### src/rtl/ibuffer_warp.sv
// rtl/ibuffer_warp.sv - per-warp instruction buffer feeding scoreboard and issue arbiter
// Holds memory heads across replays until completion releases their scoreboard slot.
module ibuffer_warp #(
  parameter int DEPTH   = 4,
  parameter int INSTR_W = 32
) (
  input  logic               clk,
  input  logic               rst,
  input  logic               IF_Valid,
  output logic               IF_Ready,
  input  logic [INSTR_W-1:0] IF_Instr,
  input  logic [4:0]         IF_Src1,
  input  logic [4:0]         IF_Src2,
  input  logic [4:0]         IF_Dst,
  input  logic               IF_Src1_Valid,
  input  logic               IF_Src2_Valid,
  input  logic               IF_Dst_Valid,
  input  logic               IF_IsMem,
  output logic [4:0]         Src1,
  output logic [4:0]         Src2,
  output logic [4:0]         Dst,
  output logic               Src1_Valid,
  output logic               Src2_Valid,
  output logic               Dst_Valid,
  input  logic               Scb_Dependent,
  input  logic               Scb_Full,
  input  logic [1:0]         ScbID_Scb_IB,
  output logic               RP_Grt,
  output logic               Replay_Complete,
  output logic [1:0]         Replay_Complete_ScbID,
  output logic               Issue_Req,
  output logic               Issue_Replay,
  input  logic               Issue_Grt,
  output logic [INSTR_W-1:0] Issue_Instr,
  output logic [1:0]         Issue_ScbID,
  input  logic               Mem_Replay,
  input  logic               Mem_Done,
  input  logic               Flush,
  output logic               Empty
);
  localparam int AW = $clog2(DEPTH);
  localparam int CW = AW + 1;

  typedef enum logic [1:0] {H_READY, H_WAIT, H_REPLAY} head_state_e;

  typedef struct packed {
    logic [INSTR_W-1:0] instr;
    logic [4:0]         src1;
    logic [4:0]         src2;
    logic [4:0]         dst;
    logic               src1_v;
    logic               src2_v;
    logic               dst_v;
    logic               is_mem;
  } entry_t;

  entry_t        buf_q [DEPTH];
  entry_t        buf_d [DEPTH];
  logic [AW-1:0] rd_ptr_q, rd_ptr_d;
  logic [AW-1:0] wr_ptr_q, wr_ptr_d;
  logic [CW-1:0] count_q, count_d;
  logic [1:0]    saved_id_q, saved_id_d;
  head_state_e   state_q, state_d;
  entry_t        head;
  logic          push, pop, grant;

  assign head     = buf_q[rd_ptr_q];
  assign Empty    = (count_q == '0);
  // count never exceeds DEPTH, so its MSB alone marks full
  assign IF_Ready = !count_q[AW];
  assign push     = IF_Valid && IF_Ready && !Flush;
  assign grant    = Issue_Req && Issue_Grt;

  assign Src1                  = head.src1;
  assign Src2                  = head.src2;
  assign Dst                   = head.dst;
  assign Src1_Valid            = head.src1_v && !Empty;
  assign Src2_Valid            = head.src2_v && !Empty;
  assign Dst_Valid             = head.dst_v && !Empty;
  assign Issue_Instr           = head.instr;
  assign Replay_Complete_ScbID = saved_id_q;

  always_ff @(posedge clk) begin
    if (!rst) state_q <= H_READY;
    else      state_q <= state_d;
  end

  always_comb begin
    state_d    = state_q;
    saved_id_d = saved_id_q;
    case (state_q)
      H_READY: if (RP_Grt && head.is_mem) begin
        state_d    = H_WAIT;
        saved_id_d = ScbID_Scb_IB;
      end
      H_WAIT: begin
        if (Mem_Done)        state_d = H_READY;
        else if (Mem_Replay) state_d = H_REPLAY;
      end
      H_REPLAY: if (grant) state_d = H_WAIT;
      default:  state_d = H_READY;
    endcase
  end

  // Replays bypass hazard checks: the head already owns its scoreboard entry
  always_comb begin
    Issue_Req       = 1'b0;
    Issue_Replay    = 1'b0;
    Issue_ScbID     = saved_id_q;
    RP_Grt          = 1'b0;
    Replay_Complete = 1'b0;
    pop             = 1'b0;
    case (state_q)
      H_READY: begin
        Issue_Req   = !Empty && !Scb_Dependent && !Scb_Full;
        Issue_ScbID = ScbID_Scb_IB;
        RP_Grt      = Issue_Req && Issue_Grt;
        pop         = RP_Grt && !head.is_mem;
      end
      H_WAIT: begin
        Replay_Complete = Mem_Done;
        pop             = Mem_Done;
      end
      H_REPLAY: begin
        Issue_Req    = 1'b1;
        Issue_Replay = 1'b1;
      end
      default: ;
    endcase
  end

  always_comb begin
    buf_d    = buf_q;
    rd_ptr_d = rd_ptr_q + AW'(pop);
    wr_ptr_d = wr_ptr_q + AW'(push);
    count_d  = count_q + CW'(push) - CW'(pop);
    if (push) begin
      buf_d[wr_ptr_q].instr  = IF_Instr;
      buf_d[wr_ptr_q].src1   = IF_Src1;
      buf_d[wr_ptr_q].src2   = IF_Src2;
      buf_d[wr_ptr_q].dst    = IF_Dst;
      buf_d[wr_ptr_q].src1_v = IF_Src1_Valid;
      buf_d[wr_ptr_q].src2_v = IF_Src2_Valid;
      buf_d[wr_ptr_q].dst_v  = IF_Dst_Valid;
      buf_d[wr_ptr_q].is_mem = IF_IsMem;
    end
    // An in-flight memory head survives a flush so its slot can still be released
    if (Flush) begin
      if (state_d != H_READY) begin
        rd_ptr_d = rd_ptr_q;
        wr_ptr_d = rd_ptr_q + AW'(1);
        count_d  = CW'(1);
      end else begin
        wr_ptr_d = rd_ptr_d;
        count_d  = '0;
      end
    end
  end

  always_ff @(posedge clk) begin
    if (!rst) begin
      buf_q      <= '{default: '0};
      rd_ptr_q   <= '0;
      wr_ptr_q   <= '0;
      count_q    <= '0;
      saved_id_q <= '0;
    end else begin
      buf_q      <= buf_d;
      rd_ptr_q   <= rd_ptr_d;
      wr_ptr_q   <= wr_ptr_d;
      count_q    <= count_d;
      saved_id_q <= saved_id_d;
    end
  end
endmodule

### config.mk
export PLATFORM = sky130hd
export DESIGN_NAME = ibuffer_warp
export DESIGN_NICKNAME = d
export VERILOG_FILES = /design/src/rtl/ibuffer_warp.sv
export SDC_FILE = /design/constraint.sdc
export NUM_CORES = 1
export LEC_CHECK = 0
export ABC_AREA = 1
export BUFFER_PORTS_ARGS = -buffer_cell sky130_fd_sc_hd__buf_2
export CORE_ASPECT_RATIO = 2
export CORE_MARGIN = 2
export CORE_UTILIZATION = 55
export DETAILED_ROUTE_END_ITERATION = 7
export PLACE_DENSITY = 0.8
export SYNTH_ARGS = -nofsm -noshare
export SYNTH_HDL_FRONTEND = slang
export SYNTH_SLANG_ARGS = --single-unit
### constraint.sdc
create_clock -name clk -period 2.6 [get_ports clk]
set_input_delay 0.26 -clock clk [delete_from_list [all_inputs] [get_ports clk]]
set_output_delay 0.26 -clock clk [all_outputs]
set_load 0.02 [all_outputs]
Word level (Yosys, flattened, before mapping)
Index checks and enable logic that the tools add are counted.

Register bits: 215. Output and inout bits: 60. Word-level logic and storage cells: 116.

Add/subtract/negate cells: 5. Magnitude comparators: 3. Equality and inequality tests: 3. Muxes and demuxes: 44. Bitwise gates (word level): 2. Reduce and logical (&&, ||, !) cells: 22.

Operators by type and width (number): bitwise mux 204 bit (8); demux 51 bit (select 2 bit) (8); two-way mux 51 bit (3); binary-select mux 51 bit (select 2 bit) (1); two-way mux 2 bit (10); two-way mux 19 bit (1); two-way mux 14 bit (1); logical AND 1 bit (12); two-way mux 9 bit (1); >= comparator 3 bit, second input constant (2); logical NOT 1 bit (6); two-way mux 3 bit (2); NOT 2 -> 3 bit (2); case mux 2 bit (3 select lines) (1); two-way mux 1 bit (5); adder 2 x 1 -> 2 bit (2); two-way mux 4 bit (1); case mux 1 bit (2 select lines) (2); adder 3 x 1 -> 3 bit (1); logical NOT 3 bit (1); less-than comparator 3 x 1 -> 1 bit, second input constant (1); subtractor 3 x 1 -> 3 bit (1); adder 2 x 1 -> 2 bit, second input constant (1); == test 2 x 1 -> 1 bit, second input constant (1); 5 further kinds (5).

Depth between registers and ports, before layout
Gate-level depths: netlist (run 1).

Depth in word-level cells: 13. Gate-level depth with buffers: 12.

Worst setup path after synthesis (run 1)
OpenSTA, ideal clock, no wires.

Kind: reg-to-reg. Start: reg rd_ptr_q[0]. End: reg count_q[2]. Setup time: 114 ps. Data arrival time: 2078 ps. Slack: 407 ps. Stages on the path, launching flop included: 12. Path buffers: 0. Clock period less this slack: 2193 ps. Cell sequence: dfxtp_1 inv_1 nand2_1 nand3_2 a31o_2 ha_1 inv_1 ha_1 fa_1 xnor2_1 xor2_1 nor2_1.

Cells in the longest elaborated chain, start to end: 9.

RTL lines: start: declaration (line 59) `logic [AW-1:0] rd_ptr_q, rd_ptr_d;`; start signal: assignment (line 169) `rd_ptr_q <= rd_ptr_d;`; NOT 2 -> 3 bit (not written as such) (line 67) `assign head = buf_q[rd_ptr_q];`; binary-select mux 51 bit (select 2 bit) (line 67); two-way mux 51 bit (not written as such) (2 in a row) (line 67); logical NOT 1 bit (line 118) `pop = RP_Grt && !head.is_mem;`; logical AND 1 bit (line 118); case mux 1 bit (2 select lines) (line 113) `case (state_q)`; subtractor 3 x 1 -> 3 bit (line 136) `count_d = count_q + CW'(push) - CW'(pop);`; two-way mux 3 bit (line 148) `if (Flush) begin`; end signal: assignment (line 171) `count_q <= count_d;`; end: declaration (line 61) `logic [CW-1:0] count_q, count_d;`.

No other way between the ends. The select of a mux whose other input is x is not followed. A chain may end at the register's enable or synchronous reset.

Worst setup path in the final report (run 1)
Start: reg rd_ptr_q[0]. End: out Issue_Instr[15].

Cells in the longest elaborated chain, start to end: 4.

RTL lines: NOT 2 -> 3 bit (not written as such) (line 67); binary-select mux 51 bit (select 2 bit) (line 67); two-way mux 51 bit (not written as such) (2 in a row) (line 67); end: declaration (line 34) `output logic [INSTR_W-1:0] Issue_Instr,`.

No other way between the ends. The select of a mux whose other input is x is not followed.

==> results by group, run 1 <==
Logic synthesis
  • Syn Inst Count: 1275
  • Syn. warnings: 0
  • Number of flops mapped to enable cells by yosys: 0
  • Syn_area_per_cell: 7.30 sq um
  • Synth Register Bits: 215
  • Post-Synthesis Cell Area: 9310 sq um
  • Asr flop ratio synth: 0%
  • Register area share after synthesis: 46.2%
  • Distinct cells, synth: 35
  • Prevailing post-synth register cell: dfxtp_1
  • Synthesized net count: 1342

Detailed routing
  • Antenna-violating nets left: 0
  • Initial drt markers: 602
  • DRC: 0
  • Final WL: 24.9 mm
  • TritonRoute pass-1 iters: 5
  • Via count: 8925
  • Routed len/inst: 16.1 um
  • Vias per Instance: 5.75

Timing
  • Fmax: 411 MHz
  • Fin Hold WS: 47.0 ps
  • Setup Viol. Count Final: 0
  • Final count of hold timing violations: 0
  • Final TNS setup: 0 ps
  • Period minus WS final: 2430 ps
  • Final Max Slew Viols: 0
  • Worst Tran Pin Value: 720 ps
  • Final period util: 93.6%
  • Slew HR: 52.0%
  • Final Skew: 9.78 ps
  • RSZ-0062 raised after global routing: no

Critical path
  • Worst R2R Start: count_q[1]$_SDFF_PP0_
  • Crit end category: output pin
  • Setup Crit Path Kind: register to output pin
  • Critical Path RT: 2340 ps
  • Maximum fanout along the worst path: 100
  • Worst EP arrival: 2170 ps
  • Critical Path Start: rd_ptr_q[0]$_SDFFE_PN0P_
  • R2R Path End: count_q[2]$_SDFF_PP0_
  • Worst setup path endpoint: Issue_Instr[15]
  • R2R cell count: 12
  • Critical Path Source Type: register
  • R2r setup slk: 310 ps

Layout
  • Inserted Diodes: 0
  • Area grow syn2layout: 11.8%
  • Post-route cell area: 10400 sq um
  • Nets: 1402
  • Layout cells sized above 1: 14.7%

Pwr
  • Maximum VDD drop: 0.488 mV
  • Total leakage power: 4.29 nW
  • Pwr Density: 641 nW/um^2

Clock tree
  • Gates resized, CTS repair: 1
  • Clock Tree Buf Depth: 3
  • Clock sink count: 215
  • CTS tree: yes
  • Worst-skew pair later-pin latency: 480 ps
  • CTS Buf Count: 19
  • Setup bufs post-CTS: 0
  • Root Buffer: clkbuf_16
  • H-tree depth: 1
  • Post-CTS Hold Buffers: 0
  • Clk pin slew, worst setup/hold paths: 70 ps

Flow run
  • Max-cap violations: 0

GRT
  • Overall Global Routing Usage: 27.5%
  • GR Overflow Total: 0
  • First-pass GRT wire length: 40.5 mm
  • Initial antenna violation count: 0
  • Largest net degree at the start of global routing: 160
  • Number of global-route vias before repair: 8489

Floorplanning
  • Core area: 16700 sq um
  • Die Y: 188 um
  • I/O pin total: 122
  • Die area: 18000 sq um
  • Row Count: 67
  • Die Wd: 96.0 um
  • Initial Util: 55.8%

Placement
  • RePlAce Congestion: 0.802
  • Placed Instance Area: 9820 sq um
  • DP Wirelength: 14.6 mm
  • Port bufs: 121

Hold path
  • Hold Path Class: primary input to register
  • Hold Startpoint: IF_Dst[4]

Outcome
  • Status: complete, no violations
state kept, by name (all words and copies together) (netlist names):
name,flops
wr_ptr_q,2
rd_ptr_q,2
count_q,3
state_q,2
buf_q,204
Replay_Complete_ScbID,2
per-stage QoR:
stage	worst slack, ps	cells	utilization (%)	total power [mW]
final	167	1551	62.4	6.67
after global routing	76.7	1551	62.4	6.88
after CTS	38.1	1551	62.4	6.70
after detailed placement	307	1521	58.9	4.04
after global placement	353	1521	58.9	4.03
after floorplan	407	1275	-	3.82
layer usage:
metal | wire length (um) | GRT usage [%]
met1 | 9800 | 32.8
met2 | 12800 | 48.9
met3 | 1640 | 3.86
met5 | 0 | 0
met4 | 697 | 9.62
power by group:
part,internal [mW],leakage (nW),switching (mW),total (mW)
combinational,0.192,2.27,0.389,0.581
clock,1.51,0.288,1.20,2.71
sequential,3.35,1.74,0.0328,3.39
cells by family (layout without fill, tap and decap cells):
kind of cell	after synthesis	count (layout)	synth area share [%]
buf+inv	179	248	8.96
flops	215	215	46.2
simple gates	444	444	19.8
compound gates	425	425	23.6
fa+ha+maj	5	5	0.753
mux	2	2	0.242
xor+xnor	5	5	0.470
worst max-delay path, stage by stage (launching register included):
cell     delay (ps)
dfxtp_4         360
inv_2            70
buf_6           560
o21ai_0         170
o22ai_1         280
buf_2           230
layout make-up:
cell class	instances	area, sq um
clock buffer	27	566
clock inverter	3	17.5
fill	1589	6270
inverter	77	292
multi-input combinational	881	4180
sequential	215	4310
tap	207	259
timing repair buffer	141	791
worst min path at each step:
stage | end | slack [ps] | cells past startpoint
floorplan | buf_q[100]$_SDFFE_PN0P_ | 390 | 2
detailed placement | buf_q[8]$_SDFFE_PN0P_ | 440 | 2
global placement | buf_q[19]$_SDFFE_PN0P_ | 430 | 2
global route | buf_q[53]$_SDFFE_PN0P_ | 50 | 3
CTS | buf_q[59]$_SDFFE_PN0P_ | 40 | 3
finish | buf_q[59]$_SDFFE_PN0P_ | 50 | 3
placed cells by master (no fill, tap or decap), types with 2 or more instances in the layout:
cell type / synthesis / routed
clkinv_2: 0 / 2
o22ai_1: 47 / 47
nor2_1: 311 / 310
o211ai_1: 3 / 3
mux2_2: 2 / 2
nand3_4: 3 / 3
buf_12: 1 / 2
nand2_2: 3 / 3
inv_2: 5 / 6
dfxtp_1: 215 / 213
clkbuf_1: 49 / 2
inv_1: 71 / 70
a21oi_1: 115 / 115
o21ai_0: 228 / 228
ha_1: 4 / 4
buf_4: 16 / 17
clkbuf_8: 0 / 6
nor2_2: 3 / 3
buf_2: 22 / 120
nand3_1: 48 / 48
nand3_2: 3 / 3
clkbuf_16: 0 / 19
nor2_4: 1 / 2
xor2_1: 4 / 4
o21ai_1: 31 / 31
nand2_1: 67 / 67
buf_6: 7 / 2
cell usage after synthesis (5+ instances only):
cell type  instances  area, sq um
nor2_1           311         1170
o21ai_0          228         1140
dfxtp_1          215         4300
a21oi_1          115          576
inv_1             71          267
nand2_1           67          251
clkbuf_1          49          184
nand3_1           48          240
o22ai_1           47          294
o21ai_1           31          155
buf_2             22          110
buf_4             16          120
buf_6              7         78.8
inv_2              5         18.8
Note: power is estimated with default switching activity, not from simulation.
==> run 2, diff against run 1 <==
clock period = 2.9 ns   (was 2.6 ns; I/O delays follow)
==> run 2 against run 1 <==
Effect of this change:
- worst setup slack improved by 170 ps
- total power is 4.9% lower
- cell count barely moved
- sequential share of layout area is 0.38 points lower
- critical endpoint unchanged
- non-clock buffer count down 2
- largest cell class unchanged
- via count fell by 0.53%
- sequential power is 10% lower
- highest routed layer unchanged
- die area is the same
- critical path type unchanged
- combinational power is 10% lower
==> results by group, run 2 (synthesis gave the netlist of run 1 again) <==
Outcome
  • Status: complete, no violations

GRT
  • Overall Global Routing Usage: 27.5%
  • Initial antenna violation count: 0
  • First-pass GRT wire length: 40.5 mm
  • Largest net degree at the start of global routing: 79
  • Number of global-route vias before repair: 8528
  • GR Overflow Total: 0

Layout
  • Reg area: 4310 sq um
  • Inserted Diodes: 0
  • Biggest register: buf_q
  • Most common cell after layout, fill and taps aside: nor2_1
  • Nets: 1400
  • Area of the multi-input gates: 4180 sq um
  • Max reg flops: 204
  • Fillers: 1544
  • Area grow syn2layout: 12.9%
  • Most frequent cells in the layout: nor2_1 (310), o21ai_0 (228), dfxtp_1 (213)
  • Layout cells sized above 1: 14.9%
  • Post-route cell area: 10500 sq um
  • Top flop regs: buf_q: 204 flops, count_q: 3 flops

Detailed routing
  • Initial drt markers: 556
  • Routed len/inst: 16.1 um
  • DRC: 0
  • Via count: 8878
  • Final WL: 25.0 mm
  • Antenna-violating nets left: 0
  • TritonRoute pass-1 iters: 5
  • Vias per Instance: 5.72

Clock tree
  • Gates resized, CTS repair: 0
  • Clock Tree Buf Depth: 3
  • Setup bufs post-CTS: 0
  • CTS tree: yes
  • Clock sink count: 215
  • Worst-skew pair later-pin latency: 490 ps
  • Root Buffer: clkbuf_16
  • CTS Buf Count: 19
  • Post-CTS Hold Buffers: 0
  • H-tree depth: 1
  • Clk pin slew, worst setup/hold paths: 60 ps

Critical path
  • Critical Path Source Type: register
  • Worst-path cell chain: buf_4, o21ai_0, o22ai_1, buf_2
  • Worst R2R Start: rd_ptr_q[1]$_SDFFE_PN0P_
  • Maximum fanout along the worst path: 40
  • R2R Path End: count_q[2]$_SDFF_PP0_
  • Crit-path slowest cell: dfxtp_2
  • R2R cell count: 9
  • Crit-path leading delay family: buffers and inverters
  • Worst path bufs/invs: 2
  • Setup Crit Path Kind: register to output pin
  • Worst EP arrival: 2270 ps
  • R2r setup slk: 560 ps
  • Crit-path max cell delay: 550 ps
  • Critical Path Start: rd_ptr_q[1]$_SDFFE_PN0P_
  • Critical Path RT: 2610 ps
  • Crit end category: output pin

Pwr
  • Maximum VDD drop: 0.460 mV
  • Pwr Total: 6.35 mW
  • Pwr Density: 604 nW/um^2
  • Total leakage power: 4.34 nW

Hold path
  • Hold Path Class: primary input to register
  • Hold Startpoint: IF_Instr[7]
  • WHS Path Cells: 3
  • Hold EP: buf_q[77]$_SDFFE_PN0P_

Floorplanning
  • Row Count: 67
  • Die Y: 188 um
  • Die area: 18000 sq um
  • Die Wd: 96.0 um
  • Core area: 16700 sq um
  • Initial Util: 55.8%
  • I/O pin total: 122

Placement
  • Port bufs: 121
  • RePlAce Congestion: 0.788
  • DP Wirelength: 14.7 mm
  • Placed Instance Area: 9820 sq um

Timing
  • Slew HR: 43.7%
  • Final Skew: 13.4 ps
  • Period minus WS final: 2560 ps
  • Worst Tran Pin Value: 843 ps
  • RSZ-0062 raised after global routing: no
  • Final Max Slew Viols: 0
  • Setup Viol. Count Final: 0
  • Fmax: 391 MHz
  • Final count of hold timing violations: 0
  • Final period util: 88.2%
  • Final TNS setup: 0 ps
  • Fin Hold WS: 76.9 ps

Flow run
  • Max-cap violations: 0
## run 2: changes by cell type in the layout (fill, tap and decap cells not counted), sizes merged
| cell | before | now |
|---|---|---|
| clkinv | 2 | 3 |
| buf | 141 | 139 |
| clkbuf | 27 | 25 |
| bufinv | 0 | 4 |
## run 2: power by group
group	leakage [nW]	internal (mW)	total, mW	switching [mW]
Sequential	1.74	3.01	3.04	0.0292
Clock	0.340	1.69	2.79	1.10
Combinational	2.26	0.172	0.523	0.351
## run 2: per-layer routing
metal / global-route usage (%) / vias to the layer above / share of wire, %
met5: 0 / - / 0
met4: 11.2 / 0 / 2.9
met3: 2.97 / 52 / 6.4
met2: 47.8 / 331 / 51
met1: 33.7 / 4165 / 39
li1: - / 4330 / -
## run 2: cell type report
class                   count  area share, %
multi-input cells         881           39.8
inverters                  77           2.77
repair buffers            139           7.43
well taps                 207           2.46
flip-flops and latches    215           41.0
clock buffers              25           5.21
clock inverters             8           1.36
## run 2: worst min-delay path: stages
cell    delay [ps]
buf_2          110
nor2_1          50
nor2_1          80
## run 2: worst max path at each step
stage                     slack (ps)  cells after the start                    end
final                            340                      4        Issue_Instr[15]
after global routing             260                      4        Issue_Instr[15]
after CTS                        370                      5        Issue_Instr[15]
after detailed placement         570                      9  count_q[2]$_SDFF_PP0_
after global placement           620                      9  count_q[2]$_SDFF_PP0_
after floorplan                  710                     11  count_q[2]$_SDFF_PP0_
## run 2: through the flow
step / util, % / std cells / setup WS [ps]
final: 63.0 / 1552 / 342
after global routing: 63.0 / 1552 / 258
after CTS: 63.0 / 1552 / 372
after detailed placement: 58.9 / 1519 / 568
after global placement: 58.9 / 1519 / 620
after floorplan: - / 1275 / 707
==> run 3, diff against run 2 <==
==> constraint.sdc (replaced) <==
create_clock -name clk -period 2.9 [get_ports clk]
set_input_delay 0.58 -clock clk [delete_from_list [all_inputs] [get_ports clk]]
set_output_delay 0.58 -clock clk [all_outputs]
set_load 0.02 [all_outputs]
==> run 3 against run 2 <==
Effect of this change:
- fmax shrank 7.7%
- design area barely moved
- non-clock buffer count fell by 1
- clock power is essentially flat
- largest power group unchanged
- sequential share of layout area about the same
- worst setup slack worse by 210 ps
- via count barely moved
- largest cell class unchanged
- critical endpoint unchanged
- hold slack improved by 270 ps
- global-route usage hardly changed
- core utilization about the same
==> results by group, run 3 (synthesis gave the netlist of run 1 again) <==
Outcome
  • Status: complete, no violations

Layout
  • Biggest register: buf_q
  • Most common cell after layout, fill and taps aside: nor2_1
  • Layout cells sized above 1: 14.8%
  • Post-route cell area: 10500 sq um
  • Nets: 1400
  • Area grow syn2layout: 12.9%
  • Inserted Diodes: 0
  • Max reg flops: 204
  • Top flop regs: buf_q: 204 flops, count_q: 3 flops
  • Most frequent cells in the layout: nor2_1 (310), o21ai_0 (228), dfxtp_1 (213)

Critical path
  • Crit-path slowest cell: buf_4
  • Worst path bufs/invs: 3
  • Worst R2R Start: count_q[1]$_SDFF_PP0_
  • Critical Path RT: 2320 ps
  • Crit-path leading delay family: buffers and inverters
  • Worst EP arrival: 2190 ps
  • R2R Path End: count_q[2]$_SDFF_PP0_
  • Crit-path max cell delay: 460 ps
  • Maximum fanout along the worst path: 47
  • R2r setup slk: 590 ps
  • Crit end category: output pin
  • R2R cell count: 12
  • Critical Path Source Type: register
  • Setup Crit Path Kind: register to output pin
  • Worst-path cell chain: inv_1, buf_4, o21ai_0, o22ai_1, buf_2

Pwr
  • Pwr Density: 605 nW/um^2
  • Maximum VDD drop: 0.503 mV
  • Total leakage power: 4.34 nW

Floorplanning
  • Die Wd: 96.0 um
  • Initial Util: 55.8%
  • Core area: 16700 sq um
  • Die Y: 188 um
  • I/O pin total: 122
  • Die area: 18000 sq um
  • Row Count: 67

Detailed routing
  • Final WL: 25.0 mm
  • Antenna-violating nets left: 0
  • Vias per Instance: 5.72
  • TritonRoute pass-1 iters: 5
  • DRC: 0
  • Routed len/inst: 16.1 um
  • Initial drt markers: 650
  • Via count: 8877

Hold path
  • Hold Path Class: primary input to register
  • Hold Startpoint: ScbID_Scb_IB[1]
  • Hold EP: Replay_Complete_ScbID[1]$_SDFFE_PN0P_
  • WHS Path Cells: 3

Timing
  • Final TNS setup: 0 ps
  • Final period util: 95.6%
  • Fmax: 361 MHz
  • RSZ-0062 raised after global routing: no
  • Final Skew: 10.3 ps
  • Worst Tran Pin Value: 1120 ps
  • Setup Viol. Count Final: 0
  • Final Max Slew Viols: 0
  • Slew HR: 25.1%
  • Period minus WS final: 2770 ps
  • Final count of hold timing violations: 0

Clock tree
  • Clock Tree Buf Depth: 3
  • Root Buffer: clkbuf_16
  • Clock sink count: 215
  • Worst-skew pair later-pin latency: 490 ps
  • H-tree depth: 1
  • CTS tree: yes
  • Gates resized, CTS repair: 0
  • Clk pin slew, worst setup/hold paths: 70 ps
  • CTS Buf Count: 20
  • Post-CTS Hold Buffers: 0
  • Setup bufs post-CTS: 0

GRT
  • M1 GR Usage: 34.0%
  • GR Util met3: 2.69%
  • GR met2 Demand/Resource: 47.5%
  • Gr busiest metal: met2
  • Initial antenna violation count: 0
  • Number of global-route vias before repair: 8257
  • Overall Global Routing Usage: 27.5%
  • GR Overflow Total: 0
  • Largest net degree at the start of global routing: 160
  • First-pass GRT wire length: 40.0 mm

Placement
  • Port bufs: 121
  • Placed Instance Area: 9810 sq um
  • RePlAce Congestion: 0.814
  • DP Wirelength: 14.4 mm

Flow run
  • Max-cap violations: 0
[run 3: cell count changes in the layout (fill, tap and decap cells not counted)]
cell	previous run	this run
clkbuf_1	1	2
inv_8	0	1
clkbuf_16	19	21
bufinv_16	4	3
clkinv_2	3	4
clkinvlp_4	1	0
buf_4	16	15
clkbuf_8	5	3
[run 3: per-layer routing]
layer | wire length (um) | share of wire [%]
met4 | 854 | 3.4
met3 | 1510 | 6.0
met1 | 9790 | 39
met5 | 0 | 0
met2 | 12900 | 51
[run 3: worst register-to-register path, cell delays in order, from the launching register on]
cell     delay, ps
dfxtp_1        330
inv_1          100
nand2_1        100
nand2_1        130
nor2_4          60
a31o_2         210
ha_1           270
inv_1           40
ha_1           190
fa_1           390
xnor2_1        180
xor2_1         160
nor2_1          50
[run 3: how the worst max path moves through the flow]
stage,from,to,slack (ps),depth (start not counted)
final,rd_ptr_q[1]$_SDFFE_PN0P_,Issue_Instr[15],130,5
after floorplan,Scb_Dependent,count_q[2]$_SDFF_PP0_,590,11
after CTS,rd_ptr_q[1]$_SDFFE_PN0P_,Issue_Instr[15],160,5
after global routing,rd_ptr_q[1]$_SDFFE_PN0P_,Issue_Instr[15],60,5
after global placement,Scb_Dependent,count_q[2]$_SDFF_PP0_,470,12
after detailed placement,Scb_Dependent,count_q[2]$_SDFF_PP0_,430,12
[run 3: power breakdown]
| group | switching [mW] | internal, mW |
|---|---|---|
| registers | 0.0292 | 3.01 |
| clock network | 1.13 | 1.67 |
| logic | 0.351 | 0.172 |
| total | 1.51 | 4.85 |
[run 3: per-stage QoR]
step / instances / power (mW) / setup slack [ps] / util (%) / hold WS, ps
detailed placement: 1518 / 3.62 / 433 / 58.8 / 437
finish: 1552 / 6.36 / 128 / 63.0 / 348
global placement: 1518 / 3.61 / 467 / 58.8 / 433
floorplan: 1275 / 3.43 / 586 / - / 424
global route: 1552 / 6.56 / 57.8 / 63.0 / 360
CTS: 1552 / 6.38 / 164 / 63.0 / 350
[run 3: cell type report]
type                            instances  area [sq um]
Clock inverter                          8           121
Fill cell                            1517          6170
Multi-Input combinational cell        881          4180
Tap cell                              207           259
Sequential cell                       215          4310
Clock buffer                           26           574
Inverter                               77           292
Timing Repair Buffer                  138           773
